<file path="config.mk">
export PLATFORM = sky130hd
export DESIGN_NAME = srio_nwr_req_gen_flat
export DESIGN_NICKNAME = d
export VERILOG_FILES = /design/src/rtl/srio_nwr_req_gen_if.sv /design/src/rtl/srio_nwr_req_gen.sv /design/src/flat_wrapper.sv
export SDC_FILE = /design/constraint.sdc
export NUM_CORES = 1
export LEC_CHECK = 0
export BUFFER_PORTS_ARGS = -buffer_cell sky130_fd_sc_hd__buf_2
export CORE_UTILIZATION = 59
export DETAILED_ROUTE_END_ITERATION = 7
export MAX_ROUTING_LAYER = met4
export PLACE_DENSITY = 0.87
export SLEW_MARGIN = 20
export SYNTH_ARGS = -nofsm -noshare
export SYNTH_HDL_FRONTEND = slang
export SYNTH_SLANG_ARGS = --single-unit
</file>
<file path="constraint.sdc">
create_clock -name clk -period 11.72 [get_ports clk]
set_input_delay 2.344 -clock clk [delete_from_list [all_inputs] [get_ports clk]]
set_output_delay 2.344 -clock clk [all_outputs]
set_load 0.01 [all_outputs]
</file>
<file path="src/rtl/srio_nwr_req_gen_if.sv">
// rtl/srio_nwr_req_gen_if.sv - payload-in and ireq-out stream bundle for srio_nwr_req_gen
interface srio_nwr_req_gen_if;
  logic [63:0] data_in;
  logic        data_valid_in;
  logic        data_first_in;
  logic [7:0]  data_keep_in;
  logic [15:0] data_len_in;
  logic        data_last_in;
  logic        data_ready_out;
  logic        ireq_tready;
  logic        ireq_tvalid;
  logic [63:0] ireq_tdata;
  logic [7:0]  ireq_tkeep;
  logic        ireq_tlast;

  // Environment side: feeds payload, accepts requests.
  modport master (
    output data_in, data_valid_in, data_first_in, data_keep_in, data_len_in, data_last_in,
    output ireq_tready,
    input  data_ready_out,
    input  ireq_tvalid, ireq_tdata, ireq_tkeep, ireq_tlast
  );

  // Request generator side.
  modport slave (
    input  data_in, data_valid_in, data_first_in, data_keep_in, data_len_in, data_last_in,
    input  ireq_tready,
    output data_ready_out,
    output ireq_tvalid, ireq_tdata, ireq_tkeep, ireq_tlast
  );
endinterface

</file>
<file path="src/rtl/srio_nwr_req_gen.sv">
// rtl/srio_nwr_req_gen.sv - splits a payload transfer into SRIO NWRITE packets (HELLO format)
module srio_nwr_req_gen #(
  parameter int MAX_BYTES = 256
) (
  input  logic               clk,
  input  logic               reset,
  input  logic [33:0]        base_addr,
  srio_nwr_req_gen_if.slave  bus,
  output logic               done_o,
  output logic               err_o
);
  localparam int          SEG_WORDS = MAX_BYTES / 8;
  localparam logic [13:0] SEG_W14   = 14'(SEG_WORDS);
  localparam logic [33:0] ADDR_STEP = 34'(MAX_BYTES);

  typedef enum logic [1:0] {S_IDLE, S_HDR, S_DATA, S_DONE} state_t;

  state_t      state_q, state_d;
  logic [13:0] words_left_q, words_left_d;
  logic [33:0] addr_q, addr_d;
  logic [7:0]  tid_q, tid_d;
  logic [5:0]  beat_cnt_q, beat_cnt_d;
  logic [63:0] hdr_q, hdr_d;
  logic        err_q, err_d;
  logic        first_beat_q, first_beat_d;

  logic        start, len_zero, hdr_hs, data_hs, seg_end, xfer_end;
  logic [13:0] len_words;
  logic        keep_unused;

  // Byte enables carry no information: NWRITE always moves whole dwords.
  assign keep_unused = &bus.data_keep_in;

  function automatic logic [5:0] seg_of(input logic [13:0] w);
    return (w > SEG_W14) ? 6'(SEG_WORDS) : w[5:0];
  endfunction

  function automatic logic [63:0] make_hdr(input logic [7:0] tid, input logic [13:0] w,
                                           input logic [33:0] addr);
    logic [7:0] size;
    size = 8'({seg_of(w), 3'b000} - 9'd1);
    return {tid, 4'h5, 4'h4, 2'b01, 1'b0, 1'b0, size, 2'b00, addr};
  endfunction

  assign len_words = 14'((17'(bus.data_len_in) + 17'd7) >> 3);
  assign len_zero  = (bus.data_len_in == 16'd0);
  assign start     = (state_q == S_IDLE) && bus.data_valid_in && bus.data_first_in;
  assign hdr_hs    = (state_q == S_HDR) && bus.ireq_tready;
  assign data_hs   = (state_q == S_DATA) && bus.data_valid_in && bus.ireq_tready;
  assign seg_end   = data_hs && (beat_cnt_q == 6'd1);
  assign xfer_end  = seg_end && (words_left_q == 14'd1);

  // State and datapath registers; reset abandons any partial packet.
  always_ff @(posedge clk or posedge reset) begin
    if (reset) begin
      state_q      <= S_IDLE;
      words_left_q <= '0;
      addr_q       <= '0;
      tid_q        <= '0;
      beat_cnt_q   <= '0;
      hdr_q        <= '0;
      err_q        <= 1'b0;
      first_beat_q <= 1'b0;
    end else begin
      state_q      <= state_d;
      words_left_q <= words_left_d;
      addr_q       <= addr_d;
      tid_q        <= tid_d;
      beat_cnt_q   <= beat_cnt_d;
      hdr_q        <= hdr_d;
      err_q        <= err_d;
      first_beat_q <= first_beat_d;
    end
  end

  // Next-state: sizing comes only from the latched length, never from data_last_in.
  always_comb begin
    state_d = state_q;
    case (state_q)
      S_IDLE:  if (start && !len_zero) state_d = S_HDR;
      S_HDR:   if (bus.ireq_tready) state_d = S_DATA;
      S_DATA:  if (seg_end) state_d = xfer_end ? S_DONE : S_HDR;
      default: state_d = S_IDLE;
    endcase
  end

  // Counters, address/tid advance, header build and framing-error tracking.
  always_comb begin
    words_left_d = words_left_q;
    addr_d       = addr_q;
    tid_d        = tid_q;
    beat_cnt_d   = beat_cnt_q;
    hdr_d        = hdr_q;
    err_d        = err_q;
    first_beat_d = first_beat_q;
    if (start) begin
      err_d = len_zero;
      if (!len_zero) begin
        words_left_d = len_words;
        addr_d       = base_addr;
        first_beat_d = 1'b1;
        hdr_d        = make_hdr(tid_q, len_words, base_addr);
      end
    end
    if (hdr_hs) beat_cnt_d = seg_of(words_left_q);
    if (data_hs) begin
      beat_cnt_d   = beat_cnt_q - 6'd1;
      words_left_d = words_left_q - 14'd1;
      first_beat_d = 1'b0;
      if (bus.data_last_in && (words_left_q != 14'd1)) err_d = 1'b1;
      if (!bus.data_last_in && (words_left_q == 14'd1)) err_d = 1'b1;
      if (bus.data_first_in && !first_beat_q) err_d = 1'b1;
      if (seg_end && !xfer_end) begin
        addr_d = addr_q + ADDR_STEP;
        tid_d  = tid_q + 8'd1;
        hdr_d  = make_hdr(tid_q + 8'd1, words_left_q - 14'd1, addr_q + ADDR_STEP);
      end
    end
    if (state_q == S_DONE) tid_d = tid_q + 8'd1;
  end

  // Outputs: registered header in HDR, zero-latency pass-through in DATA.
  always_comb begin
    bus.ireq_tvalid    = 1'b0;
    bus.ireq_tdata     = '0;
    bus.ireq_tlast     = 1'b0;
    bus.ireq_tkeep     = 8'hFF;
    bus.data_ready_out = 1'b0;
    done_o             = 1'b0;
    case (state_q)
      S_IDLE: bus.data_ready_out = start && len_zero && !reset;
      S_HDR: begin
        bus.ireq_tvalid = 1'b1;
        bus.ireq_tdata  = hdr_q;
      end
      S_DATA: begin
        bus.ireq_tvalid    = bus.data_valid_in;
        bus.ireq_tdata     = bus.data_in;
        bus.ireq_tlast     = (beat_cnt_q == 6'd1);
        bus.data_ready_out = bus.ireq_tready;
      end
      default: done_o = 1'b1;
    endcase
  end

  assign err_o = err_q;
endmodule

</file>
<file path="src/flat_wrapper.sv">
// flat-port wrapper written by rule: the top's interface ports become plain ports
module srio_nwr_req_gen_flat 
#(
  parameter int MAX_BYTES = 256
)
  (clk, reset, base_addr, done_o, err_o, bus_data_in, bus_data_valid_in, bus_data_first_in, bus_data_keep_in, bus_data_len_in, bus_data_last_in, bus_ireq_tready, bus_data_ready_out, bus_ireq_tvalid, bus_ireq_tdata, bus_ireq_tkeep, bus_ireq_tlast);
  srio_nwr_req_gen_if bus_i ();
  input  logic clk;
  input  logic reset;
  input  logic [33:0] base_addr;
  output logic done_o;
  output logic err_o;
  input wire logic [$bits(bus_i.data_in)-1:0] bus_data_in;
  input wire logic [$bits(bus_i.data_valid_in)-1:0] bus_data_valid_in;
  input wire logic [$bits(bus_i.data_first_in)-1:0] bus_data_first_in;
  input wire logic [$bits(bus_i.data_keep_in)-1:0] bus_data_keep_in;
  input wire logic [$bits(bus_i.data_len_in)-1:0] bus_data_len_in;
  input wire logic [$bits(bus_i.data_last_in)-1:0] bus_data_last_in;
  input wire logic [$bits(bus_i.ireq_tready)-1:0] bus_ireq_tready;
  output wire logic [$bits(bus_i.data_ready_out)-1:0] bus_data_ready_out;
  output wire logic [$bits(bus_i.ireq_tvalid)-1:0] bus_ireq_tvalid;
  output wire logic [$bits(bus_i.ireq_tdata)-1:0] bus_ireq_tdata;
  output wire logic [$bits(bus_i.ireq_tkeep)-1:0] bus_ireq_tkeep;
  output wire logic [$bits(bus_i.ireq_tlast)-1:0] bus_ireq_tlast;
  assign bus_i.data_in = bus_data_in;
  assign bus_i.data_valid_in = bus_data_valid_in;
  assign bus_i.data_first_in = bus_data_first_in;
  assign bus_i.data_keep_in = bus_data_keep_in;
  assign bus_i.data_len_in = bus_data_len_in;
  assign bus_i.data_last_in = bus_data_last_in;
  assign bus_i.ireq_tready = bus_ireq_tready;
  assign bus_data_ready_out = bus_i.data_ready_out;
  assign bus_ireq_tvalid = bus_i.ireq_tvalid;
  assign bus_ireq_tdata = bus_i.ireq_tdata;
  assign bus_ireq_tkeep = bus_i.ireq_tkeep;
  assign bus_ireq_tlast = bus_i.ireq_tlast;
  srio_nwr_req_gen #(.MAX_BYTES(MAX_BYTES)) u_core (.clk(clk), .reset(reset), .base_addr(base_addr), .bus(bus_i), .done_o(done_o), .err_o(err_o));
endmodule
</file>
======== After elaboration in Yosys (flattened, before gate mapping) ========
Index checks and enable logic that the tools add are counted.
cells by class
  add/sub/neg operators ................... 7
  multiply operators ...................... 0
  div/mod/pow operators ................... 0
  $lt $le $gt $ge ......................... 3
  equal/unequal tests ..................... 10
  shifts and indexed selects .............. 0
  mux-type cells .......................... 37
  bitwise gates (word level) .............. 0
  reduce and logical (&&, ||, !) cells .... 29
operators with widths
  cell                                                                               count
  64-bit two-way mux                                                                 4
  34-bit two-way mux                                                                 4
  64-bit one-hot mux with 2 select lines                                             1
  14-bit by 6-bit greater-than comparator with 1-bit output (second input constant)  3
  14-bit two-way mux                                                                 3
  34-bit by 9-bit adder with 34-bit output (second input constant)                   1
  8-bit two-way mux                                                                  3
  6-bit two-way mux                                                                  3
  16-bit by 3-bit adder with 17-bit output (second input constant)                   1
  16-bit logical NOT                                                                 1
  8-bit by 1-bit subtractor with 8-bit output (second input constant)                2
  14-bit by 1-bit equality test with 1-bit output (second input constant)            1
  1-bit logical AND                                                                  14
  14-bit by 1-bit != test with 1-bit output (second input constant)                  1
  14-bit by 1-bit subtractor with 14-bit output (second input constant)              1
  1-bit two-way mux                                                                  10
  5-bit two-way mux                                                                  2
  8-bit by 1-bit adder with 8-bit output (second input constant)                     1
  2-bit two-way mux                                                                  4
  2-bit nonzero test                                                                 4
  6-bit by 1-bit equality test with 1-bit output (second input constant)             1
  2-bit != test (second input constant)                                              3
  2-bit one-hot mux with 3 select lines                                              1
  6-bit by 1-bit subtractor with 6-bit output (second input constant)                1
  9 further kinds                                                                    16
storage, ports and cells
  register bits after elaboration ......... 130
  bits in latches ......................... 0
  RAM bits ................................ 0
  ROM bits ................................ 0
  input bits .............................. 128
  output and inout bits ................... 77
  memories ................................ 0

======== Longest topological paths before layout ========
  word-level depth ........................ 10
  mapped depth ............................ 13
  gate-level depth less buffers ........... 12

======== Worst setup path after synthesis ========
OpenSTA, ideal clock, no wires.
  kind .................................... in2out
  start ................................... in bus_data_len_in[11]
  end ..................................... out bus_data_ready_out
  data arrival time ....................... 3.745 ns
  slack ................................... 5.631 ns
  cell stages on the path ................. 5
  path buffers ............................ 1
  cells stage by stage .................... clkbuf_1 > or2_2 > nor4b_1 > nand3_1 > o31ai_1
between the ends
  word-level cells in the longest chain between the ends .. 4
ends and longest elaborated chain
  element                                line                     text
  from (decl)                            flat_wrapper.sv:17       input wire logic [$bits(bus_i.data_len_in)-1:0] bus_data_len_in;
  16-bit logical NOT                     srio_nwr_req_gen.sv:46   assign len_zero = (bus.data_len_in == 16'd0);
  1-bit logical AND (2 in a row)         srio_nwr_req_gen.sv:131  S_IDLE: bus.data_ready_out = start && len_zero && !reset;
  1-bit one-hot mux with 2 select lines  srio_nwr_req_gen.sv:130  case (state_q)
  to (decl)                              flat_wrapper.sv:20       output wire logic [$bits(bus_i.data_ready_out)-1:0] bus_data_ready_out;
Every way passes these cells.

======== Final worst setup path ========
  start ................................... in bus_data_len_in[9]
  end ..................................... out bus_data_ready_out
Same word-level chain as after synthesis.

==> results.txt <==
----------------------------------------------------
[Status]
  Status ... finished, final reports clean

[Global route]
  Overall overflow remaining after global route ... 0
  Largest net degree at the start of global routing ... 111
  Number of global-route vias before repair ... 7593
  First-pass GRT wire length ... 37100 um
  Global Route Usage Sum ... 33.2%
  Antenna violations before repair ... 3

[Final layout]
  Area used by multi-input combinational logic ... 4730 um^2
  Most used cells in the layout excluding fill and tap cells ... 188 x sky130_fd_sc_hd__buf_2, 155 x sky130_fd_sc_hd__nand2_1, 130 x sky130_fd_sc_hd__dfrtp_1
  Area added between synthesis and finish ... 18.6%
  Fraction of final layout cells with drive strength greater than 1 ... 21.6%
  Sequential Area ... 3250 um^2
  Final nets ... 1296
  Most common cell after layout, fill and taps aside ... sky130_fd_sc_hd__buf_2
  Number of fill cells ... 1049

[Floorplanning]
  Die outline area ... 14600 um^2
  Area of the core ... 13800 um^2
  Number of placement rows ... 43
  Die Span X ... 121 um
  I/O pin cnt ... 205
  Starting density of the core ... 60.3%
  Height of the die ... 121 um

[Min path]
  Terminating pin of the worst hold path ... u_core.hdr_q[50]
  Hold Path Origin ... u_core.hdr_q[50]
  Classification of the worst-slack hold path ... reg -> reg
  Number of cells on the worst hold path ... 1

[Pwr]
  Leak ... 4.40 nW
  Peak ir drop on the vdd network ... 0.000153 V
  Cell Pwr Density ... 236 nW/um^2

[Route]
  Via count ... 8234
  Detailed-router iteration count before antenna repair ... 5
  Remaining DRCs ... 0
  Post-detailed-route wirelength per cell ... 17.0 um
  Initial DRC count ... 770
  Detailed-route wire length ... 23000 um
  Antenna Nets Post-Route ... 0
  Average via count per standard cell ... 6.09

[Timing]
  Maximum frequency from static timing analysis ... 151 MHz
  Setup Total Neg Slack ... 0 ns
  Final critical-path required period ... 6.61 ns
  Total count of hold-check failures in the final report ... 0
  Worst hold slack across all endpoints ... 0.470 ns
  Skew final ... 0.00590 ns
  Relative slew slack ... 22.1%
  Final Max Tran Viols ... 0
  Slew at the pin closest to its max-slew limit ... 1.16 ns
  Final setup violation count ... 0
  Final cycle utilization of the critical path ... 56.4%
  Unrepaired setup endpoints after global routing ... false

[Yosys]
  Commonest register cell after synthesis ... sky130_fd_sc_hd__dfrtp_1
  Number of synthesis warnings ... 0
  Area share of the leading cell type in the synthesized netlist ... 39.0%
  Fraction of the yosys area taken by sequential cells ... 39.0%
  Biggest area contributors in the synthesized netlist ... sky130_fd_sc_hd__dfrtp_1 39%, sky130_fd_sc_hd__nand2_1 7.0%, sky130_fd_sc_hd__a22oi_1 6.1%
  Average cell area after synthesis ... 8.21 um^2
  Post-synth EDFFs ... 0
  Asr flop ratio synth ... 100%
  Number of synthesized register bits ... 130
  Number of distinct library cells after synthesis ... 68
  Gate Count Post-Synth ... 1016
  Largest area contributor in the synthesized netlist ... sky130_fd_sc_hd__dfrtp_1
  Cell area after technology mapping ... 8340 um^2

[Clock tree]
  CTS tree ... yes
  Total of cells resized after clock tree synthesis ... 0
  Count of clock tree sinks ... 130
  Number of hold buffers added after CTS ... 0
  Clock insertion delay at the later pin of the skew report ... 0.42 ns
  Depth of the CTS H-tree ... 4
  Buffer levels on the longest clock path ... 2
  Clock-pin slew on the worst setup and hold paths ... 0.05 ns
  CTS buffer count ... 17
  CTS root buf ... sky130_fd_sc_hd__clkbuf_16
  Buffers inserted by post-CTS timing repair ... 0

[Run]
  Reported max-cap violation count ... 0

[Place]
  Sum of net half-perimeters after detailed placement ... 15100 um
  Weighted congestion reported at the end of routability-driven placement ... 0.864
  Port Buf Inserts ... 188

[Critical path]
  Cell breakdown of the critical path ... buf_2, or2_2, nor4b_1, nand3_1, o31ai_1, buf_2
  Classification of the worst setup path ... in -> out
  Buffers & Inverters on Critical Path ... 2
  Arrival time reported for the critical path endpoint ... 4.26 ns
  CP endpoint kind ... output port
  Launch instance of the worst register-to-register path ... u_core.state_q[0]
  Slowest CP cell ... sky130_fd_sc_hd__nor4b_1
  Startpoint type of the worst setup path ... input port
  R2R setup slack ... 7.02 ns
  Cell type group with the largest total delay on the critical path ... simple AND/OR/NAND/NOR gates
  Critical path fanouts, max ... 7
  Data required, critical path ... 9.38 ns
  R2r endpoint ... u_core.addr_q[29]
  Crit-path most repeated cell ... sky130_fd_sc_hd__buf_2
  Crit-path max cell delay ... 0.72 ns
  R2R depth ... 10

----------------------------------------------------
[registers in the layout (all words and copies together) (netlist names)]
| register | flops |
|---|---|
| u_core.hdr_q | 64 |
| u_core.addr_q | 34 |
| u_core.words_left_q | 14 |
| u_core.tid_q | 8 |
| u_core.beat_cnt_q | 6 |
| u_core.state_q | 2 |
| u_core.err_o | 1 |
| u_core.first_beat_q | 1 |
[metrics by stage]
step	power (mW)	cells	instance area, um^2	utilization (%)	setup WS, ns
after floorplan	1.50	1023	8370	-	5.63
after global placement	1.76	1317	9290	67.2	5.17
after detailed placement	1.79	1317	9290	67.2	5.14
after CTS	2.33	1349	9880	71.4	5.14
after global routing	2.50	1352	9890	71.6	4.91
final	2.34	1352	9890	71.6	5.11
[logic make-up after synthesis]
group,Yosys count,share of synthesized area (%)
and+or+nand+nor,440,25.9
AOI/OAI and AO/OA,273,22.1
DFF,130,39.0
buffers and inverters,104,5.19
xor gates and xnor gates,51,5.36
adders and majority gates,12,1.80
muxes,5,0.615
other,1,0.0450
[worst register-to-register path: cells and delay by family, from the launching register on]
| kind | cells | cell delay, ns |
|---|---|---|
| flip-flops | 1 | 0.40 |
| AO/OA/AOI/OAI | 3 | 0.89 |
| buffers and inverters | 3 | 1.16 |
| AND/OR/NAND/NOR | 3 | 1.94 |
| adder cells (fa/ha/maj) | 1 | 0.18 |
[worst max path at each step]
stage                                    end  slack [ns]                start  cells past startpoint
after floorplan           bus_data_ready_out        5.63  bus_data_len_in[11]                      5
after global placement    bus_data_ready_out        5.17   bus_data_len_in[9]                      6
after detailed placement  bus_data_ready_out        5.14   bus_data_len_in[9]                      6
after CTS                 bus_data_ready_out        5.14   bus_data_len_in[9]                      6
after global routing      bus_data_ready_out        4.91  bus_data_len_in[11]                      6
final                     bus_data_ready_out        5.11   bus_data_len_in[9]                      6
[power breakdown]
group          switching [mW]  internal (mW)
registers               0.191          0.623
logic                   0.546          0.445
clock network           0.196          0.338
total                   0.933           1.41
[Yosys cell counts, drive strengths merged (10+ instances only)]
cell type	instances
buf	24
inv	22
dfrtp	130
nor2b	64
and3	25
nand2	155
xor2	14
a22oi	68
nor2	85
a21oi	46
or3	12
nand3	26
o21ai	51
clkbuf	58
xnor2	37
nor3	19
a221o	12
a31oi	40
nor4	10
ha	12
[final cells by class]
cell class / count / share of cell area, %
multi-input cells: 789 / 47.8
clock buffers: 21 / 4.55
clock inverters: 11 / 1.38
inverters: 22 / 0.885
well taps: 180 / 2.28
flip-flops and latches: 130 / 32.9
diodes: 3 / 0.0759
repair buffers: 196 / 10.2
[routing by layer]
metal  global-route usage (%)  routed length [um]  part of all wire (%)
met2                     49.4               10500                    46
met5                        -                   0                     0
met4                     12.9                 568                   2.5
met1                     43.6                9960                    43
met3                     8.32                2000                   8.7
Power figures use the tool's default switching activity.
